==> config.mk <==
export PLATFORM = sky130hd
export DESIGN_NAME = cdb_arbiter
export DESIGN_NICKNAME = d
export VERILOG_FILES = /design/src/rtl/cdb_arbiter_pkg.sv /design/src/rtl/cdb_arbiter_rr_prio_enc.sv /design/src/rtl/cdb_arbiter.sv
export SDC_FILE = /design/constraint.sdc
export NUM_CORES = 1
export LEC_CHECK = 0
export CAP_MARGIN = 20
export CELL_PAD_IN_SITES_DETAIL_PLACEMENT = 1
export CELL_PAD_IN_SITES_GLOBAL_PLACEMENT = 1
export CORE_MARGIN = 2
export CORE_UTILIZATION = 29
export CTS_CLUSTER_SIZE = 10
export DETAILED_ROUTE_END_ITERATION = 16
export GPL_TIMING_DRIVEN = 0
export HOLD_SLACK_MARGIN = 0.06
export PLACE_DENSITY = 0.85
export SYNTH_ARGS = -nofsm -noshare
export SYNTH_HDL_FRONTEND = slang
export SYNTH_SLANG_ARGS = --single-unit
==> constraint.sdc <==
create_clock -name CLK -period 9.2 [get_ports CLK]
set_input_delay 1.38 -clock CLK [delete_from_list [all_inputs] [get_ports CLK]]
set_output_delay 1.38 -clock CLK [all_outputs]
set_load 0.02 [all_outputs]
==> src/rtl/cdb_arbiter_pkg.sv <==
// Shared out-of-order core definitions used by the common data bus arbiter:
// requester indices, reservation-station tag type and wait-counter width.
package cdb_arbiter_pkg;

    localparam int NUM_REQ_DEF = 4;

    localparam int REQ_ALU  = 0;
    localparam int REQ_LOAD = 1;
    localparam int REQ_BR   = 2;
    localparam int REQ_MUL  = 3;

    localparam int TAG_W  = 5;
    localparam int WAIT_W = 8;

    typedef logic [TAG_W-1:0] RS_tag_type;

endpackage

==> src/rtl/cdb_arbiter_rr_prio_enc.sv <==
// Rotating priority encoder: finds the first set request at or after ptr,
// wrapping modulo N, and returns it both one-hot and as an index.
module rr_prio_enc #(
    parameter int N     = 4,
    parameter int PTR_W = 2
) (
    input  logic [N-1:0]     req_i,
    input  logic [PTR_W-1:0] ptr_i,
    output logic [N-1:0]     gnt_o,
    output logic [PTR_W-1:0] gnt_idx_o,
    output logic             found_o
);

    logic [PTR_W:0]   sum;
    logic [PTR_W-1:0] cand;

    // Walk candidates in rotated order; the extra sum bit keeps the wrap correct for non-power-of-two N.
    always_comb begin
        gnt_o     = '0;
        gnt_idx_o = '0;
        found_o   = 1'b0;
        sum       = '0;
        cand      = '0;
        for (int off = 0; off < N; off++) begin
            sum = {1'b0, ptr_i} + (PTR_W+1)'(off);
            if (sum >= (PTR_W+1)'(N)) begin
                sum = sum - (PTR_W+1)'(N);
            end
            cand = sum[PTR_W-1:0];
            if (!found_o && req_i[cand]) begin
                found_o      = 1'b1;
                gnt_idx_o    = cand;
                gnt_o[cand]  = 1'b1;
            end
        end
    end

endmodule

==> src/rtl/cdb_arbiter.sv <==
// Round-robin arbiter for the common data bus: grants one functional unit per
// cycle and broadcasts its value and tag with a single cycle of latency.
module cdb_arbiter
    import cdb_arbiter_pkg::*;
#(
    parameter int NUM_REQ = NUM_REQ_DEF,
    parameter int XLEN    = 32
) (
    input  logic                          CLK,
    input  logic                          RST_N,
    input  logic                          flush,
    input  logic [NUM_REQ-1:0]            req_valid,
    input  logic [NUM_REQ-1:0][XLEN-1:0]  req_val,
    input  RS_tag_type [NUM_REQ-1:0]      req_tag,
    output logic [NUM_REQ-1:0]            req_ready,
    output logic                          cdb_valid,
    output logic [XLEN-1:0]               cdb_val,
    output RS_tag_type                    cdb_tag,
    output logic                          cdb_busy
);

    localparam int PTR_W = (NUM_REQ > 1) ? $clog2(NUM_REQ) : 1;

    logic [PTR_W-1:0]   ptr_q, ptr_d;
    logic [NUM_REQ-1:0] gnt;
    logic [PTR_W-1:0]   gnt_idx;
    logic               found;
    logic               grant;

    logic               cdb_valid_q;
    logic [XLEN-1:0]    cdb_val_q;
    RS_tag_type         cdb_tag_q;

    logic [NUM_REQ-1:0][WAIT_W-1:0] wait_q, wait_d;

    rr_prio_enc #(
        .N     (NUM_REQ),
        .PTR_W (PTR_W)
    ) u_prio_enc (
        .req_i     (req_valid),
        .ptr_i     (ptr_q),
        .gnt_o     (gnt),
        .gnt_idx_o (gnt_idx),
        .found_o   (found)
    );

    // Grants are suppressed during reset as well as flush so nothing is accepted that will be dropped.
    assign grant     = found && !flush && RST_N;
    assign req_ready = grant ? gnt : '0;

    always_comb begin
        ptr_d = ptr_q;
        if (grant) begin
            ptr_d = (gnt_idx == PTR_W'(NUM_REQ-1)) ? '0 : gnt_idx + 1'b1;
        end
    end

    // A flush squashes every pending result, so their waiting history starts over.
    always_comb begin
        wait_d = wait_q;
        for (int i = 0; i < NUM_REQ; i++) begin
            if (flush || req_ready[i]) begin
                wait_d[i] = '0;
            end else if (req_valid[i] && wait_q[i] != '1) begin
                wait_d[i] = wait_q[i] + 1'b1;
            end
        end
    end

    always_ff @(posedge CLK or negedge RST_N) begin
        if (!RST_N) begin
            ptr_q       <= '0;
            cdb_valid_q <= 1'b0;
            cdb_val_q   <= '0;
            cdb_tag_q   <= '0;
            wait_q      <= '0;
        end else begin
            ptr_q       <= ptr_d;
            wait_q      <= wait_d;
            cdb_valid_q <= grant;
            if (grant) begin
                cdb_val_q <= req_val[gnt_idx];
                cdb_tag_q <= req_tag[gnt_idx];
            end
        end
    end

    assign cdb_valid = cdb_valid_q;
    assign cdb_busy  = cdb_valid_q;
    assign cdb_val   = cdb_val_q;
    assign cdb_tag   = cdb_tag_q;

    // Round-robin bounds any held request's wait to NUM_REQ-1 cycles.
    for (genvar g = 0; g < NUM_REQ; g++) begin : g_fair
        assert property (@(posedge CLK) disable iff (!RST_N) wait_q[g] < WAIT_W'(NUM_REQ));
    end

endmodule

=== Yosys cells after proc, flatten, opt, wreduce, memory -nomap -nowiden ===
Index checks and enable logic that the tools add are counted.

* Flip-flop bits (word level): 40
* Latch bits: 0
* Memory bits (writable): 0
* ROM bits: 0
* Input bits: 155
* Output and inout port bits: 43
* Memories kept: 0

* $add $sub $neg: 8
* $mul: 0
* Divide/modulo/power cells: 0
* Order comparisons: 13
* Eq/ne operators: 1
* Shift operators: 0
* Multiplexer cells: 38
* Bitwise operators: 3
* Reductions and logical operators: 13

{| class="wikitable"
|+ Operators with widths
! cell !! count
|-
| binary-select mux 32 bit (select 2 bit) || 1
|-
| two-way mux 32 bit || 1
|-
| two-way mux 4 bit || 5
|-
| two-way mux 2 bit || 9
|-
| < comparator 2 x 3 -> 1 bit (second input constant) || 5
|-
| two-way mux 1 bit || 12
|-
| OR 4 bit || 3
|-
| binary-select mux 5 bit (select 2 bit) || 1
|-
| >= comparator 3 bit (second input constant) || 3
|-
| logical AND 1 bit || 9
|-
| binary-select mux 1 bit (select 2 bit) || 4
|-
| demux 1 bit (select 2 bit) || 4
|-
| >= comparator 2 x 1 -> 1 bit (second input constant) || 4
|-
| subtractor 2 x 1 -> 2 bit (second input constant) || 4
|-
| adder 2 x 2 -> 3 bit (second input constant) || 2
|-
| two-way mux 5 bit || 1
|-
| logical NOT 1 bit || 4
|-
| adder 2 x 1 -> 3 bit (second input constant) || 1
|-
| >= comparator 2 x 3 -> 1 bit (second input constant) || 1
|-
| adder 2 x 1 -> 2 bit (second input constant) || 1
|-
| equality test 2 bit (second input constant) || 1
|}

=== Longest topological paths before layout ===
* Depth after elaboration: 17
* Mapped depth: 13
* Mapped depth without buffers: 8

=== By module ===
A second synthesis with hierarchy kept.

* Cell total of the unflattened synthesis: 182
* Area, all modules: 2,872.8 um^2

{| class="wikitable"
|+ Modules (own cells, without submodules)
! module !! times used !! cells each !! area each (um^2) !! seq. area each (um^2)
|-
| cdb_arbiter || 1 || 137 || 2,451.1 || 1,001.0
|-
| rr_prio_enc || 1 || 45 || 421.7 || 0.0
|}

=== Worst setup path before layout ===
OpenSTA, ideal clock, no wires.

* Path kind: flip-flop to output port
* Start point: reg ptr_q[0]
* End point: out req_ready[0]
* Data arrival time: 2.835 ns
* Data required time: 7.820 ns
* Path slack: 4.985 ns
* Cell stages (with the launch flop): 10
* Buffers on the path: 2
* Cells stage by stage: dfrtp_1 > buf_6 > clkbuf_1 > inv_1 > ha_1 > or3_1 > or4b_1 > o311ai_2 > a221oi_1 > nor2_1

* Word-level cells in the longest chain between the ends: 17
* Elaborated cells between the ends (all ways): 63

{| class="wikitable"
|+ RTL lines
! item !! line !! text
|-
| start, declared || cdb_arbiter.sv:24 || <nowiki>logic [PTR_W-1:0] ptr_q, ptr_d;</nowiki>
|-
| start signal, assigned || cdb_arbiter.sv:78 || <nowiki>ptr_q <= ptr_d;</nowiki>
|-
| branches (longest 16 deep; another with adder 2 x 1 -> 3 bit) || -- ||
|-
| two-way mux 4 bit * || cdb_arbiter.sv:49 || <nowiki>assign req_ready = grant ? gnt : '0;</nowiki>
|-
| end, declared || cdb_arbiter.sv:15 || <nowiki>output logic [NUM_REQ-1:0] req_ready,</nowiki>
|}

Mark *: on every way between the ends. The select of a mux whose other input is x is not followed.

=== Worst setup path in the final report ===
* Start point: in req_valid[0]
* End point: out req_ready[3]

* Word-level cells in the longest chain between the ends: 15
* Elaborated cells between the ends (all ways): 28

{| class="wikitable"
|+ RTL lines
! item !! line !! text
|-
| start, declared || cdb_arbiter.sv:12 || <nowiki>input logic [NUM_REQ-1:0] req_valid,</nowiki>
|-
| binary-select mux 1 bit (select 2 bit) || cdb_arbiter_rr_prio_enc.sv:30 || <nowiki>if (!found_o && req_i[cand]) begin</nowiki>
|-
| two-way mux 1 bit (implied by the code) || cdb_arbiter_rr_prio_enc.sv:30 ||
|-
| two-way mux 1 bit || cdb_arbiter_rr_prio_enc.sv:30 ||
|-
| logical NOT 1 bit || cdb_arbiter_rr_prio_enc.sv:30 ||
|-
| logical AND 1 bit || cdb_arbiter_rr_prio_enc.sv:30 ||
|-
| two-way mux 1 bit || cdb_arbiter_rr_prio_enc.sv:30 ||
|-
| logical NOT 1 bit || cdb_arbiter_rr_prio_enc.sv:30 ||
|-
| logical AND 1 bit || cdb_arbiter_rr_prio_enc.sv:30 ||
|-
| two-way mux 1 bit || cdb_arbiter_rr_prio_enc.sv:30 ||
|-
| logical NOT 1 bit || cdb_arbiter_rr_prio_enc.sv:30 ||
|-
| logical AND 1 bit || cdb_arbiter_rr_prio_enc.sv:30 ||
|-
| two-way mux 1 bit || cdb_arbiter_rr_prio_enc.sv:30 ||
|-
| logical AND 1 bit (2 in series) || cdb_arbiter.sv:48 || <nowiki>assign grant = found && !flush && RST_N;</nowiki>
|-
| two-way mux 4 bit * || cdb_arbiter.sv:49 ||
|}

Every way passes the cells marked *; elsewhere a longest branch is shown, timed or not. The select of a mux whose other input is x is not followed.

==> flow_summary.ini <==
[flow_run]
cap_violations = 0

[timing]
drv_slew = 0
fin_tns_setup_ps = 0
post-route-min-period_ps = 5370
hold_viol_final = 0
max_freq_ghz = 0.186
relSlewSlack_pct = 64.6
period_share_pct = 58.4
setup_slack_ps = 3830
skew_ps = 13.4
holdWs_ps = 495
worstMarginPinSlew_ps = 530
rsz0062_at_grt = false
finalSetupViolations = 0

[logic_synthesis]
synth_ff_type = dfrtp_1
syn-instance-count = 282
yosysTopAreaCellShare_pct = 31.8
avgSynthCellArea_um2 = 11.2
syn-cell-area_um2 = 3150
synthTopCellsByCount = 74 x mux2i_1, 41 x nand2_1, 40 x dfrtp_1, 30 x o221ai_2, 15 x nor2_1
synth_top_area_cell = dfrtp_1
yosysMostFrequentCell = mux2i_1
synth_edf_count = 0
async_reset_ff_share_pct = 100
ys_ff_latch = 40
synth_cell_types = 40
syn_nets = 445
yosysWarnings = 0
synth_area_leaders = dfrtp_1 32%, mux2i_1 24%, o221ai_2 14%, nand2_1 4.9%, ha_1 3.2%
ys_seq_area_share_pct = 31.8

[clock_network]
cts_made_buffers = 5
cts-root-buf = clkbuf_8
clk_latency_ps = 290
ctsResizeCount = 0
clk_pin_slew_ps = 90
postCtsSetupBuffers = 0
cts_sinks = 40
clock_path_buffers = 2
cts_tree = built
htree_levels = 2
cts_hold_buf = 0

[floorplan]
ios = 198
core_area_um2 = 10700
die-area_um2 = 11700
rows = 38
die_w_um = 108
start_util_pct = 29.4
die_h_um = 108

[global_route]
antenna_found_initial = 0
grt_use_total_pct = 19.3
grt_max_degree = 23
grt-ovfl-total = 0
grt_pass1_wl_um = 17600
grt_pass1_vias = 3424

[drt]
wl_met1_um = 4500
wl_met3_um = 1020
wirelength_um = 11700
top_layer = met4
dr.pass1.iters = 4
viasPerCell = 5.00
routed-wl-met2_um = 6020
drc = 0
wl_per_cell_um = 18.6
drt_iter0_drc = 56
final_antenna_net_count = 0
vias = 3136

[placement]
port_buffers = 197
pre_cts_ws_ps = 3830
dpl.cell_count = 620
hpwl_um = 9540
place_congestion = 0.734

[setup_path]
critPathRequiredTime_ps = 7820
cp_slowest_cell = clkdlybuf4s50_1
cp-end-kind = output port
critPathLaunchType = input pin
path_cells = clkdlybuf4s50_1, or3_1, or4b_1, o311ai_2, a221oi_1, nor2_1, clkdlybuf4s50_1
path_common_cell = clkdlybuf4s50_1
critPathKind = in2out
arrival_ps = 3990
slowest_delay_ps = 610
cp_max_fo = 10

[power_and_ir_drop]
power.internal_uw = 897
p_sw_share_pct = 45.2
p_clk_share_pct = 7.1
p_seq_share_pct = 19.0
power.leakage_uw = 0.00232
p_sw_uw = 740
pwr_density_cell_nw_per_um2 = 303
pwr-share-comb_pct = 73.9
vdd_drop_max_uv = 162

[layout]
fin_cells = 627
num-fill-cells = 1180
drive_gt1_share_pct = 14.0
utilization_pct = 50.5
area_growth_pct = 71.5
diodes = 0
fin_nets = 650

[hold_path]
hp-class = reg2reg

[run_status]
status = finished, final reports clean
==> state kept, by name (all words and copies together) (netlist names) <==
signal,count
ptr_q,2
cdb_tag,5
cdb_busy,1
cdb_val,32
==> placed cells by master (no fill, tap or decap), drive strengths merged, types with 2 or more instances in the layout <==
master	Yosys	layout
mux2i	74	74
a21oi	2	2
o21ai	4	4
mux4	4	4
clkdlybuf4s50	0	196
o221ai	37	37
inv	5	5
a221oi	4	4
nand2	42	42
nor2b	3	3
a22oi	4	4
nor2	16	16
dfrtp	40	40
ha	8	8
buf	18	20
clkbuf	6	11
==> logic make-up after synthesis <==
| group | count (synthesis) | share of synthesized area, % |
|---|---|---|
| mux | 79 | 26.8 |
| simple gates | 68 | 9.54 |
| compound gates | 58 | 21.4 |
| flops | 40 | 31.8 |
| buf+inv | 29 | 7.32 |
| fa+ha+maj | 8 | 3.18 |
==> per-layer routing <==
| layer | track usage [%] | vias to the layer above |
|---|---|---|
| li1 | - | 1483 |
| met1 | 21.4 | 1510 |
| met2 | 36.3 | 132 |
| met3 | 5.18 | 11 |
| met4 | 5.13 | 0 |
| met5 | 0 | - |
==> path summary, 6_finish.rpt <==
kind	from	end	slack, ps	depth (start not counted)
max reg2reg	ptr_q[0]$_DFFE_PN0P_	cdb_val[24]$_DFFE_PN0P_	5410	11
max	req_valid[0]	req_ready[3]	3830	7
min in group asynchronous	RST_N	cdb_val[14]$_DFFE_PN0P_	1050	1
min	cdb_val[17]$_DFFE_PN0P_	cdb_val[17]$_DFFE_PN0P_	500	2
max in group asynchronous	RST_N	cdb_tag[1]$_DFFE_PN0P_	7630	2
min reg2reg	cdb_val[17]$_DFFE_PN0P_	cdb_val[17]$_DFFE_PN0P_	500	2
==> power by group through the flow <==
stage                     Combinational, µW  Clock (µW)  Sequential [µW]
after floorplan                         720           0              402
after global placement                 1190           0              311
after detailed placement               1220           0              315
after CTS                              1230         123              312
after global routing                   1290         127              322
final                                  1210         116              310
==> through the flow <==
| stage | total power [µW] | cell area (µm²) |
|---|---|---|
| global route | 1740 | 5400 |
| finish | 1640 | 5400 |
| detailed placement | 1540 | 5320 |
| CTS | 1660 | 5400 |
| global placement | 1500 | 5290 |
| floorplan | 1120 | 3150 |
==> critical path: cells and delay by family <==
family | cells | cell delay (ps)
AND/OR/NAND/NOR | 3 | 1060
AO/OA/AOI/OAI | 2 | 380
buffers and inverters | 2 | 1170
==> layout make-up <==
cell class	count	area, µm²	share of cell area (%)
timing repair buffer	198	1990	36.9
multi-input combinational	213	1920	35.5
sequential	40	1000	18.5
buffer	24	211	3.92
tap	140	175	3.25
clock buffer	5	68.8	1.27
inverter	5	18.8	0.348
clock inverter	2	12.5	0.232
Note: power is estimated with default switching activity, not from simulation.
